==> config.mk <==
export PLATFORM = sky130hd
export DESIGN_NAME = data_memory_sync_flat
export DESIGN_NICKNAME = d
export VERILOG_FILES = /design/src/rtl/nano_risc_pkg.sv /design/src/rtl/data_memory_sync_if.sv /design/src/rtl/data_memory_clear_fsm.sv /design/src/rtl/data_memory_sync.sv /design/src/flat_wrapper.sv
export SDC_FILE = /design/constraint.sdc
export NUM_CORES = 1
export LEC_CHECK = 0
export CORE_MARGIN = 2
export CORE_UTILIZATION = 50
export CTS_CLUSTER_DIAMETER = 60
export CTS_CLUSTER_SIZE = 24
export DETAILED_ROUTE_END_ITERATION = 8
export PLACE_DENSITY = 0.68
export SYNTH_ARGS = -nofsm -noshare
export SYNTH_HDL_FRONTEND = slang
export SYNTH_SLANG_ARGS = --single-unit
==> constraint.sdc <==
create_clock -name clock -period 5.9 [get_ports clock]
set_input_delay 1.18 -clock clock [delete_from_list [all_inputs] [get_ports clock]]
set_output_delay 1.18 -clock clock [all_outputs]
set_load 0.02 [all_outputs]
==> src/rtl/nano_risc_pkg.sv <==
// nano_risc_pkg: shared NanoRisc defaults and the data-memory controller state type
// Contents: DATA_WIDTH_DEF / ADDR_WIDTH_DEF default widths, mem_state_t {CLEAR, IDLE}.
package nano_risc_pkg;
  localparam int DATA_WIDTH_DEF = 8;
  localparam int ADDR_WIDTH_DEF = 4;
  typedef enum logic {CLEAR, IDLE} mem_state_t;
endpackage

==> src/rtl/data_memory_sync_if.sv <==
// data_memory_sync_if: request/response bundle between load/store stage and data memory
// Requests: clear, MemRead, MemWrite, address, writeData (master drives).
// Responses: ready, busy, dataOut, readValid, rangeError, parityError (slave drives).
interface data_memory_sync_if import nano_risc_pkg::*; #(
  parameter int DATA_WIDTH = DATA_WIDTH_DEF,
  parameter int ADDR_WIDTH = ADDR_WIDTH_DEF
);
  logic                  clear;
  logic                  MemRead;
  logic                  MemWrite;
  logic [ADDR_WIDTH-1:0] address;
  logic [DATA_WIDTH-1:0] writeData;
  logic                  ready;
  logic                  busy;
  logic [DATA_WIDTH-1:0] dataOut;
  logic                  readValid;
  logic                  rangeError;
  logic                  parityError;
  modport master (
    output clear, MemRead, MemWrite, address, writeData,
    input  ready, busy, dataOut, readValid, rangeError, parityError
  );
  modport slave (
    input  clear, MemRead, MemWrite, address, writeData,
    output ready, busy, dataOut, readValid, rangeError, parityError
  );
endinterface

==> src/rtl/data_memory_clear_fsm.sv <==
// data_memory_clear_fsm: CLEAR/IDLE sequencer that walks a zeroing pointer over the array
// Ports: clock, resetN (async active-low), clear (restart pulse), ready/busy status,
//        clr_we/clr_ptr (zero-write strobe and word index for the array).
module data_memory_clear_fsm import nano_risc_pkg::*; #(
  parameter int ADDR_WIDTH = ADDR_WIDTH_DEF,
  parameter int DEPTH      = 16
) (
  input  logic                  clock,
  input  logic                  resetN,
  input  logic                  clear,
  output logic                  ready,
  output logic                  busy,
  output logic                  clr_we,
  output logic [ADDR_WIDTH-1:0] clr_ptr
);
  localparam logic [ADDR_WIDTH-1:0] LAST = ADDR_WIDTH'(DEPTH - 1);
  mem_state_t            state_q, state_d;
  logic [ADDR_WIDTH-1:0] ptr_q, ptr_d;
  always_comb begin
    state_d = clear ? CLEAR : (state_q == CLEAR && ptr_q == LAST) ? IDLE : state_q;
    ptr_d   = (clear || state_q == IDLE || ptr_q == LAST) ? '0 : ptr_q + 1'b1;
  end
  always_ff @(posedge clock or negedge resetN) begin
    if (!resetN) begin
      state_q <= CLEAR;
      ptr_q   <= '0;
    end else begin
      state_q <= state_d;
      ptr_q   <= ptr_d;
    end
  end
  assign ready   = state_q == IDLE;
  assign busy    = state_q == CLEAR;
  assign clr_we  = busy;
  assign clr_ptr = ptr_q;
endmodule

==> src/rtl/data_memory_sync.sv <==
// data_memory_sync: self-clearing synchronous-read word RAM with 1-cycle registered read and valid pulse
// Ports: clock, resetN (async active-low), bus (data_memory_sync_if.slave).
// Build option: define DATA_MEMORY_PARITY_EN to store an even-parity bit per word and flag mismatches.
module data_memory_sync import nano_risc_pkg::*; #(
  parameter int DATA_WIDTH = DATA_WIDTH_DEF,
  parameter int ADDR_WIDTH = ADDR_WIDTH_DEF,
  parameter int DEPTH      = 16
) (
  input logic clock,
  input logic resetN,
  data_memory_sync_if.slave bus
);
`ifdef DATA_MEMORY_PARITY_EN
  localparam int PW = 1;
`else
  localparam int PW = 0;
`endif
  localparam int MW = DATA_WIDTH + PW;
  localparam logic [ADDR_WIDTH:0] DEPTH_W = (ADDR_WIDTH + 1)'(DEPTH);
  logic [MW-1:0]         mem_q [DEPTH];
  logic [MW-1:0]         wr_word, rd_word;
  logic [ADDR_WIDTH-1:0] clr_ptr;
  logic                  ready, clr_we, in_range, acc, rd, wr;
  logic [DATA_WIDTH-1:0] data_out_q, data_out_d;
  logic                  read_valid_q, read_valid_d;
  logic                  range_error_q, range_error_d;
  logic                  parity_error_q, parity_error_d;
  data_memory_clear_fsm #(.ADDR_WIDTH(ADDR_WIDTH), .DEPTH(DEPTH)) u_fsm (
    .clock   (clock),
    .resetN  (resetN),
    .clear   (bus.clear),
    .ready   (ready),
    .busy    (bus.busy),
    .clr_we  (clr_we),
    .clr_ptr (clr_ptr)
  );
  // a request arriving with clear is dropped, so clear masks acceptance
  always_comb begin
    in_range = {1'b0, bus.address} < DEPTH_W;
    acc      = ready & ~bus.clear;
    rd       = acc & bus.MemRead;
    wr       = acc & bus.MemWrite & in_range;
    rd_word  = mem_q[bus.address];
`ifdef DATA_MEMORY_PARITY_EN
    wr_word        = {^bus.writeData, bus.writeData};
    parity_error_d = rd & in_range & ~bus.MemWrite & (^rd_word);
`else
    wr_word        = bus.writeData;
    parity_error_d = 1'b0;
`endif
    // write-first: a same-cycle write is forwarded to the read data
    data_out_d    = !rd ? data_out_q : !in_range ? '0 : bus.MemWrite ? bus.writeData : rd_word[DATA_WIDTH-1:0];
    read_valid_d  = rd;
    range_error_d = acc & (bus.MemRead | bus.MemWrite) & ~in_range;
  end
  always_ff @(posedge clock) begin
    if (clr_we) mem_q[clr_ptr] <= '0;
    else if (wr) mem_q[bus.address] <= wr_word;
  end
  always_ff @(posedge clock or negedge resetN) begin
    if (!resetN) begin
      data_out_q     <= '0;
      read_valid_q   <= 1'b0;
      range_error_q  <= 1'b0;
      parity_error_q <= 1'b0;
    end else begin
      data_out_q     <= data_out_d;
      read_valid_q   <= read_valid_d;
      range_error_q  <= range_error_d;
      parity_error_q <= parity_error_d;
    end
  end
  assign bus.ready       = ready;
  assign bus.dataOut     = data_out_q;
  assign bus.readValid   = read_valid_q;
  assign bus.rangeError  = range_error_q;
  assign bus.parityError = parity_error_q;
endmodule

==> src/flat_wrapper.sv <==
// flat-port wrapper written by rule: the top's interface ports become plain ports
module data_memory_sync_flat import nano_risc_pkg::*;
#(
  parameter int DATA_WIDTH = DATA_WIDTH_DEF,
  parameter int ADDR_WIDTH = ADDR_WIDTH_DEF,
  parameter int DEPTH      = 16
)
  (clock, resetN, bus_clear, bus_MemRead, bus_MemWrite, bus_address, bus_writeData, bus_ready, bus_busy, bus_dataOut, bus_readValid, bus_rangeError, bus_parityError);
  data_memory_sync_if #(.DATA_WIDTH(DATA_WIDTH), .ADDR_WIDTH(ADDR_WIDTH)) bus_i ();
  input logic clock;
  input logic resetN;
  input wire logic [$bits(bus_i.clear)-1:0] bus_clear;
  input wire logic [$bits(bus_i.MemRead)-1:0] bus_MemRead;
  input wire logic [$bits(bus_i.MemWrite)-1:0] bus_MemWrite;
  input wire logic [$bits(bus_i.address)-1:0] bus_address;
  input wire logic [$bits(bus_i.writeData)-1:0] bus_writeData;
  output wire logic [$bits(bus_i.ready)-1:0] bus_ready;
  output wire logic [$bits(bus_i.busy)-1:0] bus_busy;
  output wire logic [$bits(bus_i.dataOut)-1:0] bus_dataOut;
  output wire logic [$bits(bus_i.readValid)-1:0] bus_readValid;
  output wire logic [$bits(bus_i.rangeError)-1:0] bus_rangeError;
  output wire logic [$bits(bus_i.parityError)-1:0] bus_parityError;
  assign bus_i.clear = bus_clear;
  assign bus_i.MemRead = bus_MemRead;
  assign bus_i.MemWrite = bus_MemWrite;
  assign bus_i.address = bus_address;
  assign bus_i.writeData = bus_writeData;
  assign bus_ready = bus_i.ready;
  assign bus_busy = bus_i.busy;
  assign bus_dataOut = bus_i.dataOut;
  assign bus_readValid = bus_i.readValid;
  assign bus_rangeError = bus_i.rangeError;
  assign bus_parityError = bus_i.parityError;
  data_memory_sync #(.DATA_WIDTH(DATA_WIDTH), .ADDR_WIDTH(ADDR_WIDTH), .DEPTH(DEPTH)) u_core (.clock(clock), .resetN(resetN), .bus(bus_i));
endmodule
==> results by stage <==
Die:
- The total die area is 12400 sq um.
- The initial core utilization is 0.5090.
- The floorplan core area is about 11000 sq um.
- The placement row count is 39.
- The chip height is 111.3 um.
- During I/O placement, the number of pins put on the boundary was 30.
- The horizontal die dimension is between 100 and 150 um.

Global routing:
- The largest net degree at the start of global routing is 31.
- The global routing usage summed across all routing layers is 0.2031.
- The number of antenna violations at the first check in global routing was 0.
- The overall overflow remaining after global route is 0.
- The first global-routing pass estimated ~18 mm of wire.
- The number of global-route vias before repair was 2998.

Status:
- The run finished with clean final reports.

Power:
- The internal power of the cells totals between 0.0015 and 0.002 W.
- The switching share of power is 0.2021.
- The combinational cell fraction of total power is 0.048.
- For this design the ratio of total power to cell area is roughly 350 nW/um^2.
- The leakage power figure is about 2.5 nW.
- The worst-case IR drop observed on VDD is 0.2335 mV.
- Of the total power, registers draw 0.479.
- The clock share of power is 0.473.
- Summed over all nets, the switching power comes to between 0.0004 and 0.0005 W.

STA:
- The fmax is about 0.3 GHz.
- In the final timing run, aggregate negative setup slack is 0 ps.
- The clock arrives with about 24 ps of skew.
- Of the available clock period, the critical path in the final layout requires 0.5526.
- The transition time at the pin with the least slew margin is a little over 800 ps.
- Setup repair after global routing left no endpoint under its margin.
- The final number of max-transition violations is 0.
- Setup violations remaining at the end of the flow were counted as 0.
- Subtracting the final worst setup slack from the clock period gives about 3300 ps.
- The number of hold violations in the final report was 0.
- The worst slew margin relative to its limit is 0.4640.

Yosys:
- Of the total synthesized cell area, the portion taken by full adders, half adders and majority gates is 0.002172.
- The leading register cell type out of synthesis is sky130_fd_sc_hd__edfxtp_1.
- The area fraction in and, or, nand and nor cells after synthesis is 0.05255.
- The synthesized design contains about 140 register bits.
- The xor/xnor share of the synthesized area is 0.003040.
- The number of enable flip-flop cells after synthesis is approximately 130.
- Synthesis produced about 320 cells.
- During synthesis, Yosys emitted a total of 0 warnings.
- The netlist area before placement is 5762 sq um.
- The proportion of synthesized flip-flops having asynchronous set or reset is 0.09859.
- Each instance of the synthesized netlist takes up on average roughly 18 sq um.
- The fraction of synthesized cell area taken by the top area cell type is 0.6671.
- The complex-gate fraction of the synthesized area is 0.05429.
- By area the synthesized netlist is led by sky130_fd_sc_hd__edfxtp_1 67%, sky130_fd_sc_hd__mux4_1 6.4%, sky130_fd_sc_hd__dfrtp_1 6.1%.
- The library cell occupying the most area in the post-synthesis netlist is sky130_fd_sc_hd__edfxtp_1.
- The count of different cell masters after synthesis is 33.
- Of the synthesized area, sequential elements account for 0.7279.
- By area, the combinational part of the netlist is dominated by multiplexers.
- Of the post-synthesis cell area, the part taken by muxes is 0.1307.

Detailed routing:
- After the first detailed-routing iteration, the DRC count stood at around 260.
- The residual antenna-violating net count after detailed routing is 0.
- The routed design uses between 500 and 600 um of met3 wire.
- The total length of routed wires is 11.84 mm.
- After detailed routing, the wire length on met1 is around 5.4 mm.
- The highest routing layer actually used is met4.
- The number of detailed-routing iterations run before antenna repair is 6.
- In the final routed layout, each cell accounts on average for 23.54 um.
- Dividing the detail-routed via count by the number of cells gives 5.964.
- In the routed design, unresolved DRC markers number 0.
- The detailed router placed 3000 vias in this run.
- Wire segments on met2 add up to ~5.7 mm in the final route.

Critical path:
- The data required time at the worst endpoint is 5940 ps.
- At the worst endpoint, the arrival time is between 3000 and 4000 ps.
- The critical setup path kind is in2reg.
- STA classifies the critical path startpoint as an input port.
- The largest fanout on the critical path is 17.
- The worst setup path is captured at a flip-flop.

Layout:
- Of the cells placed in the final design, the portion with a size suffix greater than 1 is 0.1167.
- The library cell used most frequently in the layout, excluding fill and tap cells, is sky130_fd_sc_hd__edfxtp_1.
- The library cells used most frequently in the layout, excluding fill and tap cells, are 128 x sky130_fd_sc_hd__edfxtp_1, 27 x sky130_fd_sc_hd__nor2_1, 26 x sky130_fd_sc_hd__clkdlybuf4s50_1.
- The final layout contains about 370 nets.
- The total of fill cells in the finished design is a little over 800.
- 0 antenna diodes ended up in the layout.
- Excluding fillers, the count of instances in the completed layout stands at ~500.
- The cell area after layout is ~6700 sq um.
- The layout-stage area growth over the synthesis result is 16.24%.

CTS:
- The cell at the root of the clock tree is sky130_fd_sc_hd__clkbuf_16.
- The number of setup buffers added after CTS is 0.
- TritonCTS built the clock tree.
- The post-cts gate resize count is 0.
- The clock drives between 100 and 150 sinks.
- The number of clock buffers inserted by TritonCTS is 17.
- Clock-pin slew was measured on the worst setup and hold paths at ~50 ps.
- The clock insertion delay at the later pin of the skew report is 420 ps.
- For this design, the CTS-stage hold fixing added 0 buffers.
- The longest clock path from root to sink contains 2 buffers.
- CTS built an H-tree with a depth of 4.

Place:
- Summing all placed instances gives a cell area of between 6000 and 7000 sq um.
- The number of I/O port buffers is 27.
- After legalization and detailed placement, the total HPWL measured roughly 7.6 mm.
- The placer congestion estimate is 0.8988.
- The cell count after placement is approximately 470.

Run:
- The max-cap check violation count is 0.

Hold path:
- The worst hold path class is reg2reg.
==> path summary, 6_finish.rpt <==
| check | slack, ps | endpoint | cells after the start | start |
|---|---|---|---|---|
| max | 2640 | u_core.mem_q[9][5] | 5 | bus_clear |
| min | 550 | u_core.u_fsm.clr_ptr[0] | 1 | u_core.u_fsm.clr_ptr[0] |
| max reg2reg | 3440 | u_core.mem_q[9][5] | 4 | u_core.u_fsm.ready |
| min reg2reg | 550 | u_core.u_fsm.clr_ptr[0] | 1 | u_core.u_fsm.clr_ptr[0] |
| max in group asynchronous | 4300 | u_core.u_fsm.clr_ptr[1] | 1 | resetN |
| min in group asynchronous | 1160 | u_core.bus.dataOut[0] | 1 | resetN |
==> kinds of logic after synthesis <==
family | after synthesis
AO/OA/AOI/OAI | 48
XOR/XNOR | 2
adder cells (fa/ha/maj) | 1
buffers and inverters | 25
flip-flops | 142
multiplexers | 40
other | 1
AND/OR/NAND/NOR | 59
==> layer usage <==
| layer | track usage | vias to the layer above |
|---|---|---|
| li1 | - | 1343 |
| met1 | 0.2916 | 1539 |
| met2 | 0.3077 | 102 |
| met3 | 0.04464 | 16 |
| met4 | 0.08313 | 0 |
| met5 | 0 | - |
==> per-stage QoR <==
step / setup slack (ps) / util / power, W / hold slack, ps
after detailed placement: 2207 / 0.5369 / 0.001252 / 528.8
after global placement: 2200 / 0.5369 / 0.001250 / 507.3
after global routing: 2409 / 0.5916 / 0.002405 / 581.7
after floorplan: 3254 / - / 0.001211 / 472.8
final: 2640 / 0.5916 / 0.002337 / 548.0
after CTS: 2651 / 0.5916 / 0.002349 / 537.3
==> synthesized netlist by cell type, types with 4 or more instances <==
master / number
sky130_fd_sc_hd__a31oi_1: 14
sky130_fd_sc_hd__nor2_1: 27
sky130_fd_sc_hd__a221oi_1: 8
sky130_fd_sc_hd__o21ai_0: 8
sky130_fd_sc_hd__nor3_1: 4
sky130_fd_sc_hd__and2_1: 10
sky130_fd_sc_hd__buf_2: 6
sky130_fd_sc_hd__mux4_1: 14
sky130_fd_sc_hd__o21ai_1: 8
sky130_fd_sc_hd__edfxtp_1: 128
sky130_fd_sc_hd__mux4_2: 10
sky130_fd_sc_hd__inv_1: 5
sky130_fd_sc_hd__mux2i_1: 16
sky130_fd_sc_hd__or3_1: 8
sky130_fd_sc_hd__dfrtp_1: 14
sky130_fd_sc_hd__a22oi_1: 10
==> worst max-delay path, cell delays in order <==
cell,delay [ps]
sky130_fd_sc_hd__clkdlybuf4s50_1,470
sky130_fd_sc_hd__nand3b_1,520
sky130_fd_sc_hd__nor3b_1,330
sky130_fd_sc_hd__a31oi_1,150
sky130_fd_sc_hd__nor2_1,650
==> power by group through the flow <==
stage                     Sequential (W)  Combinational (W)  Clock [W]
after floorplan                  0.00114          0.0000693          0
after global placement           0.00114           0.000110          0
after detailed placement         0.00114           0.000112          0
after CTS                        0.00112           0.000112    0.00112
after global routing             0.00112           0.000120    0.00116
final                            0.00112           0.000112    0.00111
==> registers in the layout, indices dropped and copies added (netlist names) <==
name / cells
u_core.mem_q: 128
u_core.u_fsm.clr_ptr: 4
u_core.bus.readValid: 1
u_core.bus.dataOut: 8
u_core.u_fsm.ready: 1
==> cell type report <==
| cell class | count | area [sq um] | share of cell area |
|---|---|---|---|
| flip-flops and latches | 142 | 4194 | 0.6262 |
| multi-input cells | 152 | 1406 | 0.2100 |
| clock buffers | 18 | 429.2 | 0.06408 |
| repair buffers | 29 | 280.3 | 0.04185 |
| clock inverters | 14 | 190.2 | 0.02840 |
| well taps | 143 | 178.9 | 0.02671 |
| inverters | 5 | 18.77 | 0.002802 |
Power figures use the tool's default switching activity.
